**config.mk**
```make
export PLATFORM = sky130hd
export DESIGN_NAME = collision_scheduler
export DESIGN_NICKNAME = d
export VERILOG_FILES = /design/src/rtl/collision_scheduler.sv
export SDC_FILE = /design/constraint.sdc
export NUM_CORES = 1
export LEC_CHECK = 0
export CELL_PAD_IN_SITES_DETAIL_PLACEMENT = 1
export CELL_PAD_IN_SITES_GLOBAL_PLACEMENT = 1
export CORE_AREA = 2 2 218 220
export DETAILED_ROUTE_END_ITERATION = 8
export DIE_AREA = 0 0 220 222
export HOLD_SLACK_MARGIN = 0.15
export PLACE_DENSITY = 0.68
export SYNTH_ARGS = -nofsm -noshare
export SYNTH_HDL_FRONTEND = slang
export SYNTH_SLANG_ARGS = --single-unit
```
**constraint.sdc**
```tcl
create_clock -name clk_i -period 2.15 [get_ports clk_i]
set_input_delay 0.43 -clock clk_i [delete_from_list [all_inputs] [get_ports clk_i]]
set_output_delay 0.43 -clock clk_i [all_outputs]
set_load 0.05 [all_outputs]
```
**src/rtl/collision_scheduler.sv**
```systemverilog
// Shares one external rectangle-overlap checker across N_REQ hitboxes per frame:
// snapshot on start, issue one check per cycle, gather results, publish hits_o.
module collision_scheduler #(
    parameter int N_REQ   = 6,
    parameter int X_W     = 10,
    parameter int Y_W     = 10,
    parameter int CMP_LAT = 1
) (
    input  logic                            clk_i,
    input  logic                            rst_ni,
    input  logic                            start_i,
    input  logic                            abort_i,
    input  logic [N_REQ-1:0]                req_mask_i,
    input  logic [N_REQ*(2*X_W+2*Y_W)-1:0]  rects_i,
    input  logic [2*X_W+2*Y_W-1:0]          ball_i,
    output logic                            cmp_valid_o,
    output logic [2*X_W+2*Y_W-1:0]          cmp_a_o,
    output logic [2*X_W+2*Y_W-1:0]          cmp_b_o,
    input  logic                            cmp_hit_i,
    output logic                            busy_o,
    output logic                            done_o,
    output logic [N_REQ-1:0]                hits_o,
    output logic                            overrun_o
);
    localparam int RECT_W = 2*X_W + 2*Y_W;
    localparam int IDX_W  = (N_REQ > 1) ? $clog2(N_REQ) : 1;
    localparam int CNT_W  = (CMP_LAT > 1) ? $clog2(CMP_LAT) : 1;

    typedef enum logic [1:0] {IDLE, ISSUE, DRAIN, DONE} state_t;
    state_t state, state_next;

    logic [RECT_W-1:0]  snap_rect [N_REQ];
    logic [RECT_W-1:0]  snap_ball;
    logic [N_REQ-1:0]   snap_mask;
    logic [IDX_W-1:0]   idx;
    logic [CNT_W-1:0]   drain_cnt;
    logic [N_REQ-1:0]   scratch, scratch_next;
    logic [CMP_LAT-1:0] tag_valid;
    logic [IDX_W-1:0]   tag_idx [CMP_LAT];
    logic               issuing, accept, last_idx, last_drain;

    assign issuing    = (state == ISSUE);
    assign busy_o     = (state == ISSUE) || (state == DRAIN);
    assign done_o     = (state == DONE);
    assign accept     = start_i && !abort_i && ((state == IDLE) || (state == DONE));
    assign last_idx   = (idx == IDX_W'(N_REQ-1));
    assign last_drain = (drain_cnt == CNT_W'(CMP_LAT-1));

    assign cmp_valid_o = issuing && snap_mask[idx];
    assign cmp_a_o     = issuing ? snap_rect[idx] : '0;
    assign cmp_b_o     = issuing ? snap_ball : '0;

    always_ff @(posedge clk_i or negedge rst_ni) begin
        if (!rst_ni) state <= IDLE;
        else         state <= state_next;
    end

    always_comb begin
        state_next = state;
        case (state)
            IDLE, DONE: state_next = accept ? ISSUE : IDLE;
            ISSUE: begin
                if (abort_i)       state_next = IDLE;
                else if (last_idx) state_next = DRAIN;
            end
            DRAIN: begin
                if (abort_i)         state_next = IDLE;
                else if (last_drain) state_next = DONE;
            end
            default: state_next = IDLE;
        endcase
    end

    // The result landing in the final drain cycle is merged before publishing.
    always_comb begin
        scratch_next = scratch;
        if (tag_valid[CMP_LAT-1])
            scratch_next[tag_idx[CMP_LAT-1]] = cmp_hit_i;
    end

    always_ff @(posedge clk_i or negedge rst_ni) begin
        if (!rst_ni) begin
            for (int unsigned i = 0; i < N_REQ; i++) snap_rect[i] <= '0;
            for (int unsigned i = 0; i < CMP_LAT; i++) tag_idx[i] <= '0;
            snap_ball <= '0;
            snap_mask <= '0;
            idx       <= '0;
            drain_cnt <= '0;
            scratch   <= '0;
            tag_valid <= '0;
            hits_o    <= '0;
            overrun_o <= 1'b0;
        end else begin
            overrun_o <= start_i && !abort_i && busy_o;

            if (accept) begin
                for (int unsigned i = 0; i < N_REQ; i++)
                    snap_rect[i] <= rects_i[i*RECT_W +: RECT_W];
                snap_ball <= ball_i;
                snap_mask <= req_mask_i;
                scratch   <= '0;
                idx       <= '0;
            end else begin
                scratch <= scratch_next;
                if (issuing && !last_idx) idx <= idx + 1'b1;
            end

            if (state != DRAIN)   drain_cnt <= '0;
            else if (!last_drain) drain_cnt <= drain_cnt + 1'b1;

            if (abort_i && busy_o) begin
                tag_valid <= '0;
            end else begin
                tag_valid[0] <= cmp_valid_o;
                tag_idx[0]   <= idx;
                for (int unsigned i = 1; i < CMP_LAT; i++) begin
                    tag_valid[i] <= tag_valid[i-1];
                    tag_idx[i]   <= tag_idx[i-1];
                end
            end

            if ((state == DRAIN) && last_drain && !abort_i)
                hits_o <= scratch_next;
        end
    end
endmodule

```
* After elaboration in Yosys (flattened, before gate mapping)
Cells that the tools add are included.
Cells by class: add/sub/neg operators 2, order comparisons 4, eq/ne operators 7, multiplexer cells 23, bitwise gates (word level) 2, reduce and logical (&&, ||, !) cells 17
Operator list (number):
- $mux W40 | 4
- $bmux W40 S3 | 1
- $mux W6 | 2
- $logic_and A1 B1 Y1 | 9
- $lt A3 B4 Y1 const B | 2
- $mux W2 | 4
- $bwmux W6 | 1
- $mux W1 | 6
- $mux W3 | 2
- $pmux W2 S3 | 1
- $eq A2 B2 Y1 const B | 2
- $ge A4 B4 Y1 const B | 1
- $not A3 Y4 | 1
- $add A3 B1 Y3 const B | 1
- $bmux W1 S3 | 1
- $demux W1 S3 | 1
- $eq A3 B3 Y1 const B | 1
- $ge A3 B1 Y1 const B | 1
- $ne A3 B2 Y1 const B | 1
- $ne A3 B3 Y1 const B | 1
- $eq A2 B1 Y1 const B | 1
- $logic_not A1 Y1 | 2
- $logic_not A2 Y1 | 1
- $logic_or A1 B1 Y1 | 2
- other kinds (6) | 6
Word-level totals: bits in registers 309, bits of input ports 291

* Logic depth before layout (Yosys ltp)
Gate-level depths: netlist of the first run.
depth after elaboration 7, mapped depth 8, mapped depth without buffers 5

* Least setup slack after synthesis of the first run
OpenSTA, ideal clock, no wires.
kind register to output, start reg state[1], end out cmp_a_o[38], arrival time 2.171 ns, setup slack -0.451 ns, cell stages (with the launch flop) 6, buffers on the path 1, cells stage by stage dfrtp_1 > inv_1 > ha_1 > nand3b_1 > clkbuf_1 > o21ai_0
Between the ends: longest elaborated chain between the ends 2
RTL lines:
- from (decl) | line 30 | state_t state, state_next;
- from (signal assigned) | line 55 | else state <= state_next;
- $eq A2 B1 Y1 | line 42 | assign issuing = (state == ISSUE);
- $mux W40 | line 50 | assign cmp_a_o = issuing ? snap_rect[idx] : '0;
- to (decl) | line 17 | output logic [2*X_W+2*Y_W-1:0] cmp_a_o,
No other way between the ends.

* Worst setup path in the final report of the first run
start reg idx[0], end out cmp_a_o[8]
Between the ends: longest elaborated chain between the ends 5
RTL lines:
- from (decl) | line 35 | logic [IDX_W-1:0] idx;
- from (signal assigned) | line 105 | if (issuing && !last_idx) idx <= idx + 1'b1;
- $not A3 Y4 (not written as such) | line 50
- $bmux W40 S3 | line 50
- $mux W40 (not written as such) (2 in a row) | line 50
- $mux W40 | line 50
No other way between the ends. The select of a mux whose other input is x is not followed.

==> flow_summary.ini, run 1 <==
[drt]
wl_um = 43500
post_drt_wl_per_cell_um = 21.5
drcViolationCount = 0
ant_nets = 0
first_pass_iters = 4
via_count = 9447
drtIter0Drc = 286
routed_via_density = 4.67

[die]
start_util_pct = 29.9
dieArea_um2 = 48800
die_height_um = 222
io_pins = 381
chipWidth_um = 220
core_um2 = 46300
placementRows = 79

[synth]
ys_top_cells_by_count = dfrtp_1, mux2_2, mux2i_1, nand2_1, and2_1
postSynthAreaPerCell_um2 = 14.9
yosysMostFrequentCell = dfrtp_1
ys_seq_area_share_pct = 55.7
syn_inst = 931
synthFlopType = dfrtp_1
synthDistinctLibCells = 33
synth_nets = 1228
synth_area_leaders = dfrtp_1, mux2_2, mux4_2
syn_area_um2 = 13800
synth_edf_count = 0
synth_largest_area_cell = dfrtp_1
yosysTopAreaCellShare_pct = 55.7
ys_warn_count = 0
synth-seq-cells = 308
async_reset_ff_share_pct = 100

[power]
powerDensity_nw_per_um2 = 952
power.switching_w = 0.00604
p_int_w = 0.0146
ir_drop_v = 0.000429
total_power_w = 0.0207
p_clk_share_pct = 29.5
switching_share_pct = 29.2
p_comb_share_pct = 34.1
p_seq_share_pct = 36.3
p_leak_nw = 9.10

[setup_path]
reg2reg_to = snap_rect[226]
ff2ff_path_depth = 9
crit_slowest_cell = mux4_2
crit_buf_inv = 3
r2r_start = state[0]
crit_family = multiplexers
end_kind = output pin
crit_top_cell = buf_12
critPathRequiredTime_ns = 1.72
max_stage_delay_ns = 0.54
ff2ff_setup_slack_ns = -0.09
startpoint_type = flip-flop
critPathArrivalTime_ns = 2.15
crit_chain = buf_12 > buf_12 > mux4_2 > nand2_2 > o21ai_2 > clkbuf_16
crit_type = reg -> out
cp_max_fo = 7

[clocking]
cts_buffer_depth = 3
cts_tree = built
htree_num_levels = 2
clock_latency_ns = 0.55
clkTransAtPathRegs_ns = 0.07
cts_made_buffers = 36
cts_sinks = 308
cts-root-buf = clkbuf_16

[global_route]
grt_start_max_net_pins = 63
grt_usage_pct = 17.7
grt_pass1_wl_um = 65400
grt_pass1_vias = 10838
antenna_found_initial = 6
overflow = 0

[placement]
detailed_place_hpwl_um = 30000
gp_congestion = 0.745
portBuffers = 380
pre_cts_slack_ns = 0.00878

[sta]
worst_pin_slew_ns = 0.565
period_share_pct = 120
holdWs_ns = 0.400
clock_skew_ns = 0.0246
rsz0062_at_grt = true
fmax_mhz = 388
hold_viol = 0
fin_ws_ns = -0.431
maxSlewHeadroom_pct = 62.5
layout_min_cycle_time_ns = 2.58
slew_violations = 0
finalSetupViolCount = 285

[status]
status = finished, violations left
violations = negative setup slack

[hold_path]
hp-class = in -> async

[flow_run]
drv_cap = 0

[final_layout]
layout-drive-gt1-share_pct = 48.5
nNetsFinal = 1685
syn2layout_area_growth_pct = 56.8
[metrics by stage]
stage,cells,util (%),setup TNS [ns],cell area [um2]
floorplan,931,-,-3.23,13900
global placement,1917,42.1,0,19500
detailed placement,1917,42.1,0,19500
CTS,2003,46.0,-24.78,21300
global route,2023,46.9,-51.65,21700
finish,2024,46.9,-29.84,21700
[worst max-delay path by stage]
| stage | start | cells after the start | slack (ns) | end |
|---|---|---|---|---|
| 2_1_floorplan | state[1] | 7 | -0.12 | cmp_a_o[13] |
| 3_3_place_gp | idx[0] | 5 | 0.01 | cmp_a_o[33] |
| 3_5_place_dp | start_i | 5 | 0.009 | snap_rect[226] |
| 4_1_cts | idx[0] | 7 | -0.52 | cmp_a_o[11] |
| 5_1_grt | idx[0] | 6 | -0.53 | cmp_a_o[8] |
| 6_report | idx[0] | 6 | -0.43 | cmp_a_o[8] |
[sequential cells by signal, summed over array words and instances, names as in the netlist]
name / count
snap_rect: 240
snap_ball: 40
hits_o: 6
scratch: 6
snap_mask: 6
idx: 3
tag_idx: 3
state: 2
overrun_o: 1
tag_valid: 1
[repair_timing]
action | in CTS | in global routing
hold buffers | 1 | 0
gates resized for setup | 111 | 92
pin swaps | 11 | 33
cloned | 6 | 4
setup endpoints to repair | 89 | 85
endpoints found under the hold margin | 32 | 0
setup buffers | 17 | 21
[placed cells by master, fill, tap and decap left out, types with 3 or more instances in the layout]
master / instances
dfrtp_1: 306
buf_12: 103
clkdlybuf4s50_1: 289
buf_4: 47
bufinv_16: 3
mux4_2: 40
o21ai_0: 9
nand2_1: 19
buf_6: 18
o21ai_2: 32
clkbuf_1: 12
nor2_1: 7
and2_4: 40
o21ai_4: 4
buf_8: 3
mux2_2: 270
clkinv_2: 6
mux2i_2: 4
mux2_4: 20
nand2_2: 30
ha_1: 4
o21ai_1: 4
diode_2: 4
mux2i_1: 45
buf_16: 3
clkbuf_8: 4
dlygate4sd2_1: 7
clkbuf_16: 46
[layout make-up]
cell class / instances / area (um2)
Antenna cell: 4 / 10.0
Clock buffer: 53 / 1030
Clock inverter: 10 / 129
Fill cell: 4638 / 24600
Inverter: 5 / 25.0
Multi-Input combinational cell: 557 / 6110
Sequential cell: 308 / 7710
Tap cell: 607 / 759
Timing Repair Buffer: 480 / 5930
[power groups by stage]
stage	clock, W	sequential (W)	combinational, W
floorplan	0	0.00733	0.00373
global placement	0	0.00751	0.00595
detailed placement	0	0.00759	0.00605
CTS	0.00630	0.00748	0.00678
global route	0.00654	0.00764	0.00749
finish	0.00610	0.00751	0.00705
[routing by layer]
layer	up-vias	routed length [um]	global-route usage [%]
met5	-	13	0
met4	2	1010	5.04
met3	60	2870	4.79
met2	266	22200	30.7
met1	4852	17400	21.4
li1	4267	-	-
[cells by family after synthesis]
family	count (synthesis)	share of synthesized area [%]
xor+xnor	1	0.0633
buf+inv	66	3.62
fa+ha+maj	6	0.542
compound gates	55	2.06
simple gates	116	4.39
flops	308	55.7
mux	379	33.6
Note: power is estimated with default switching activity, not from simulation.
==> run 2: changes to the inputs <==
- CORE_AREA: 2 2 218 220 -> 2 2 192 194
- DIE_AREA: 0 0 220 222 -> 0 0 194 196
- PLACE_DENSITY: 0.68 -> 0.83
==> run 2 against run 1 <==
The run still ends with negative setup slack left. Critical path depth unchanged. Maximum frequency down 2.8%. Count of clock-buffer cells in the layout up 3. Sequential share of layout area down 0.58 points. Setup slack worse by 0.073 ns. Power up 4.6%. Via count up 4.3%. Core utilization up 14 points. Final cell count down 6.2%. Critical endpoint is now cmp_a_o[22]. Die area down 22%. Global-route usage up 6.6 points.
==> flow_summary.ini, run 2 (synthesis gave the netlist of run 1 again) <==
[placement]
gp_congestion = 0.779
portBuffers = 380
detailed_place_hpwl_um = 30300

[sta]
hold_viol = 0
finalSetupViolCount = 356
layout_min_cycle_time_ns = 2.65
fin_ws_ns = -0.504
clock_skew_ns = 0.0275
slew_violations = 0
tns_ns = -51.96
fmax_mhz = 377
holdWs_ns = 0.423
worst_pin_slew_ns = 0.578
rsz0062_at_grt = true
period_share_pct = 123
maxSlewHeadroom_pct = 61.5

[final_layout]
layout-drive-gt1-share_pct = 49.0
largest_reg_flops = 240
fillCellCount = 3304
nNetsFinal = 1690
layout_common_cells = dfrtp_1, clkdlybuf4s50_1, mux2_2
regMostFlops = snap_rect
top_regs = snap_rect (240), snap_ball (40)
syn2layout_area_growth_pct = 59.4
final_common_cell = dfrtp_1

[clocking]
cts_tree = built
htree_num_levels = 2
cts-root-buf = clkbuf_16
clock_latency_ns = 0.55
cts_buffer_depth = 3
cts_sinks = 308
cts_made_buffers = 37
clkTransAtPathRegs_ns = 0.06

[setup_path]
end_kind = output pin
critPathArrivalTime_ns = 2.22
cp_max_fo = 7
startpoint_type = flip-flop
critPathRequiredTime_ns = 1.72
crit_type = reg -> out

[global_route]
grt_start_max_net_pins = 62
overflow = 0
antenna_found_initial = 11
grt_pass1_wl_um = 70100
grt_pass1_vias = 11358
grt_usage_pct = 24.3

[drt]
drcViolationCount = 0
drtIter0Drc = 253
post_drt_wl_per_cell_um = 25.8
first_pass_iters = 4
ant_nets = 0
routed_via_density = 5.19
wl_um = 48900
via_count = 9852

[die]
die_height_um = 196
start_util_pct = 38.4
dieArea_um2 = 38000
core_um2 = 36100
io_pins = 381
placementRows = 70
chipWidth_um = 194

[flow_run]
drv_cap = 0

[power]
ir_drop_v = 0.000708
powerDensity_nw_per_um2 = 980
p_leak_nw = 9.49
total_power_w = 0.0216

[hold_path]
hp-class = in -> async

[status]
status = finished, violations left
violations = negative setup slack
run 2: cell count changes in the layout (fill, tap and decap cells not counted), sizes merged:
cell | before | now
clkbuf | 62 | 61
diode | 4 | 10
clkinvlp | 1 | 0
clkinv | 7 | 4
buf | 174 | 182
inv | 4 | 8
run 2: worst paths after layout:
kind | startpoint | end | slack (ns) | cells after the start
setup / recovery | idx[0] | cmp_a_o[22] | -0.50 | 6
hold / removal | rst_ni | scratch[1] | 0.42 | 2
max in group asynchronous | rst_ni | idx[0] | 1.02 | 3
hold reg to reg | hits_o[1] | hits_o[1] | 0.48 | 2
min in group clk_i | hits_o[1] | hits_o[1] | 0.48 | 2
setup reg to reg | state[0] | snap_rect[68] | -0.20 | 9
run 2: report_power, final:
part	leakage (nW)	switching (W)	internal, W
clock	0.608	0.00255	0.00390
combinational	5.22	0.00321	0.00432
sequential	3.66	0.000755	0.00689
total	9.49	0.00651	0.0151
run 2: layout make-up:
class                      instances  area, um2  area share [%]
tap                              468        586            2.65
antenna                           10       25.0           0.113
clock inverter                    10        136           0.618
multi-input combinational        557       6350            28.8
sequential                       308       7710            35.0
clock buffer                      56       1100            4.98
inverter                           5       26.3           0.119
timing repair buffer             484       6120            27.8
run 2: per-layer routing:
metal / global-route usage (%) / wire length [um] / vias to the layer above
met5: 0 / 0 / -
met3: 5.88 / 2570 / 69
li1: - / - / 4291
met1: 28.0 / 18400 / 5176
met2: 44.0 / 26700 / 316
met4: 8.33 / 1230 / 0
run 2: worst max-delay path, cell delays in order (launching register included):
cell	delay, ns
dfrtp_4	0.45
buf_8	0.16
buf_12	0.16
mux4_2	0.52
nand2_1	0.08
o21ai_1	0.12
buf_12	0.18
run 2: per-stage QoR:
stage / std cells / setup slack, ns / cell area, um2 / util, %
2_1_floorplan: 931 / -0.117 / 13900 / -
3_3_place_gp: 1776 / -0.0303 / 19400 / 53.8
3_5_place_dp: 1776 / -0.0722 / 19400 / 53.8
4_1_cts: 1878 / -0.511 / 21600 / 59.8
5_1_grt: 1895 / -0.575 / 22100 / 61.1
6_report: 1898 / -0.504 / 22100 / 61.1
run 2: repair_timing:
action / in CTS / in global routing
setup buffers: 28 / 7
hold endpoints to repair: 49 / 0
hold buffers: 1 / 0
setup endpoints to repair: 89 / 85
pin swaps: 32 / 21
gates resized for setup: 147 / 94
gates cloned: 7 / 6
==> run 3: changes to the inputs <==
- GPL_TIMING_DRIVEN: not set -> 0
- PLACE_DENSITY: 0.83 -> not set
- PLACE_DENSITY_LB_ADDON: not set -> 0.3
==> run 3 against run 2 <==
The run still ends with negative setup slack left. Die area unchanged. Final cell count down 1.4%. First-iteration DRC count up 21%. Worst hold slack better by 0.014 ns. Design area down 6.7%. Global-route usage down 1.6 points.
==> flow_summary.ini, run 3 (synthesis gave the netlist of run 1 again) <==
[status]
status = finished, violations left
violations = negative setup slack

[setup_path]
critPathRequiredTime_ns = 1.72
critPathArrivalTime_ns = 2.16
cp_max_fo = 5
ff2ff_setup_slack_ns = 0.02
crit_buf_inv = 4
crit_family = buffers and inverters
max_stage_delay_ns = 0.52
ff2ff_path_depth = 7
reg2reg_to = snap_ball[27]
crit_slowest_cell = mux4_2
r2r_start = state[1]
startpoint_type = flip-flop
crit_chain = buf_6 > buf_12 > buf_12 > mux4_2 > nand2_2 > o21ai_2 > buf_6
crit_type = reg -> out
end_kind = output pin

[sta]
hold_viol = 0
clock_skew_ns = 0.0124
fin_ws_ns = -0.443
worst_pin_slew_ns = 0.609
fmax_mhz = 386
slew_violations = 0
rsz0062_at_grt = true
maxSlewHeadroom_pct = 59.4
finalSetupViolCount = 71
holdWs_ns = 0.438
period_share_pct = 121
layout_min_cycle_time_ns = 2.59

[power]
switching_share_pct = 29.6
p_int_w = 0.0138
powerDensity_nw_per_um2 = 950
power.switching_w = 0.00580
total_power_w = 0.0196
p_leak_nw = 8.72
p_clk_share_pct = 30.3
p_comb_share_pct = 31.4
ir_drop_v = 0.000547
p_seq_share_pct = 38.3

[global_route]
grt_pass1_vias = 10743
grt_usage_pct = 22.7
grt_pass1_wl_um = 65600
antenna_found_initial = 9
overflow = 0
grt_start_max_net_pins = 113

[die]
die_height_um = 196
placementRows = 70
dieArea_um2 = 38000
core_um2 = 36100
start_util_pct = 38.4
io_pins = 381
chipWidth_um = 194

[drt]
first_pass_iters = 4
routed_via_density = 5.04
wl_um = 44400
drtIter0Drc = 307
drcViolationCount = 0
post_drt_wl_per_cell_um = 23.7
via_count = 9444
ant_nets = 0

[placement]
portBuffers = 380
gp_congestion = 0.760
detailed_place_hpwl_um = 30800
placed_cells = 1782

[flow_run]
drv_cap = 0

[final_layout]
syn2layout_area_growth_pct = 48.8
multi_input_area_um2 = 5930
layout_common_cells = dfrtp_1, clkdlybuf4s50_1, mux2_2
nNetsFinal = 1670
stdcell_count = 1872
regMostFlops = snap_rect
fillCellCount = 3440
layout-drive-gt1-share_pct = 46.2
fin_util_pct = 57.1
register_area_um2 = 7710
top_regs = snap_rect (240), snap_ball (40)
final_common_cell = dfrtp_1
largest_reg_flops = 240

[clocking]
cts_made_buffers = 36
cts_buffer_depth = 3
htree_num_levels = 2
cts_sinks = 308
clock_latency_ns = 0.52
cts-root-buf = clkbuf_16
cts_tree = built
clkTransAtPathRegs_ns = 0.06

[hold_path]
hp-class = in -> async
[run 3: cell types whose count changed in the layout (fill, tap and decap cells not counted), sizes merged, moves of 2 or more]
cell / before / now
clkdlybuf4s50: 289 / 294
diode: 10 / 8
buf: 182 / 149
bufinv: 3 / 0
clkbuf: 61 / 74
dlygate4sd2: 7 / 2
inv: 8 / 5
[run 3: power groups by stage]
stage               Clock [W]  Combinational, W  Sequential, W
global route          0.00633           0.00653        0.00762
floorplan                   0           0.00373        0.00733
finish                0.00593           0.00614        0.00749
CTS                   0.00610           0.00594        0.00746
global placement            0           0.00537        0.00749
detailed placement          0           0.00551        0.00755
[run 3: per-stage QoR]
| stage | instance area (um2) | setup slack, ns | TNS (ns) |
|---|---|---|---|
| after floorplan | 13900 | -0.117 | -3.23 |
| after global placement | 18300 | -13.30 | -4176.81 |
| after detailed placement | 18400 | -1.44 | -99.04 |
| after CTS | 20000 | -0.508 | -18.98 |
| after global routing | 20600 | -0.517 | -22.31 |
| final | 20600 | -0.443 | -17.69 |
[run 3: layer usage]
layer,global-route usage [%],up-vias,wire (um)
li1,-,4229,-
met1,27.0,4893,17600
met2,40.5,266,23300
met3,6.34,54,2810
met4,6.00,2,752
met5,0,-,13
[run 3: worst max-delay path by stage]
stage,startpoint,end,cells after the start
after CTS,idx[0],cmp_a_o[38],6
after global routing,idx[0],cmp_a_o[36],7
after global placement,rst_ni,snap_rect[92],1
after floorplan,state[1],cmp_a_o[13],7
after detailed placement,state[1],cmp_a_o[0],8
final,idx[0],cmp_a_o[28],7
[run 3: final cells by class]
type,instances,share of cell area [%]
Timing Repair Buffer,406,21.7
Antenna cell,8,0.0972
Inverter,5,0.0911
Sequential cell,308,37.4
Tap cell,468,2.84
Clock inverter,5,0.140
Multi-Input combinational cell,557,28.8
Buffer,59,3.55
Clock buffer,56,5.38
[run 3: timing repair]
item                                    CTS  global route
endpoints found under the hold margin    61             0
endpoints found under the setup margin  184           200
gates cloned                              1             8
pin swaps                                11            32
buffers inserted                          9             6
gates resized for setup                 662           124
hold buffers                              1             0
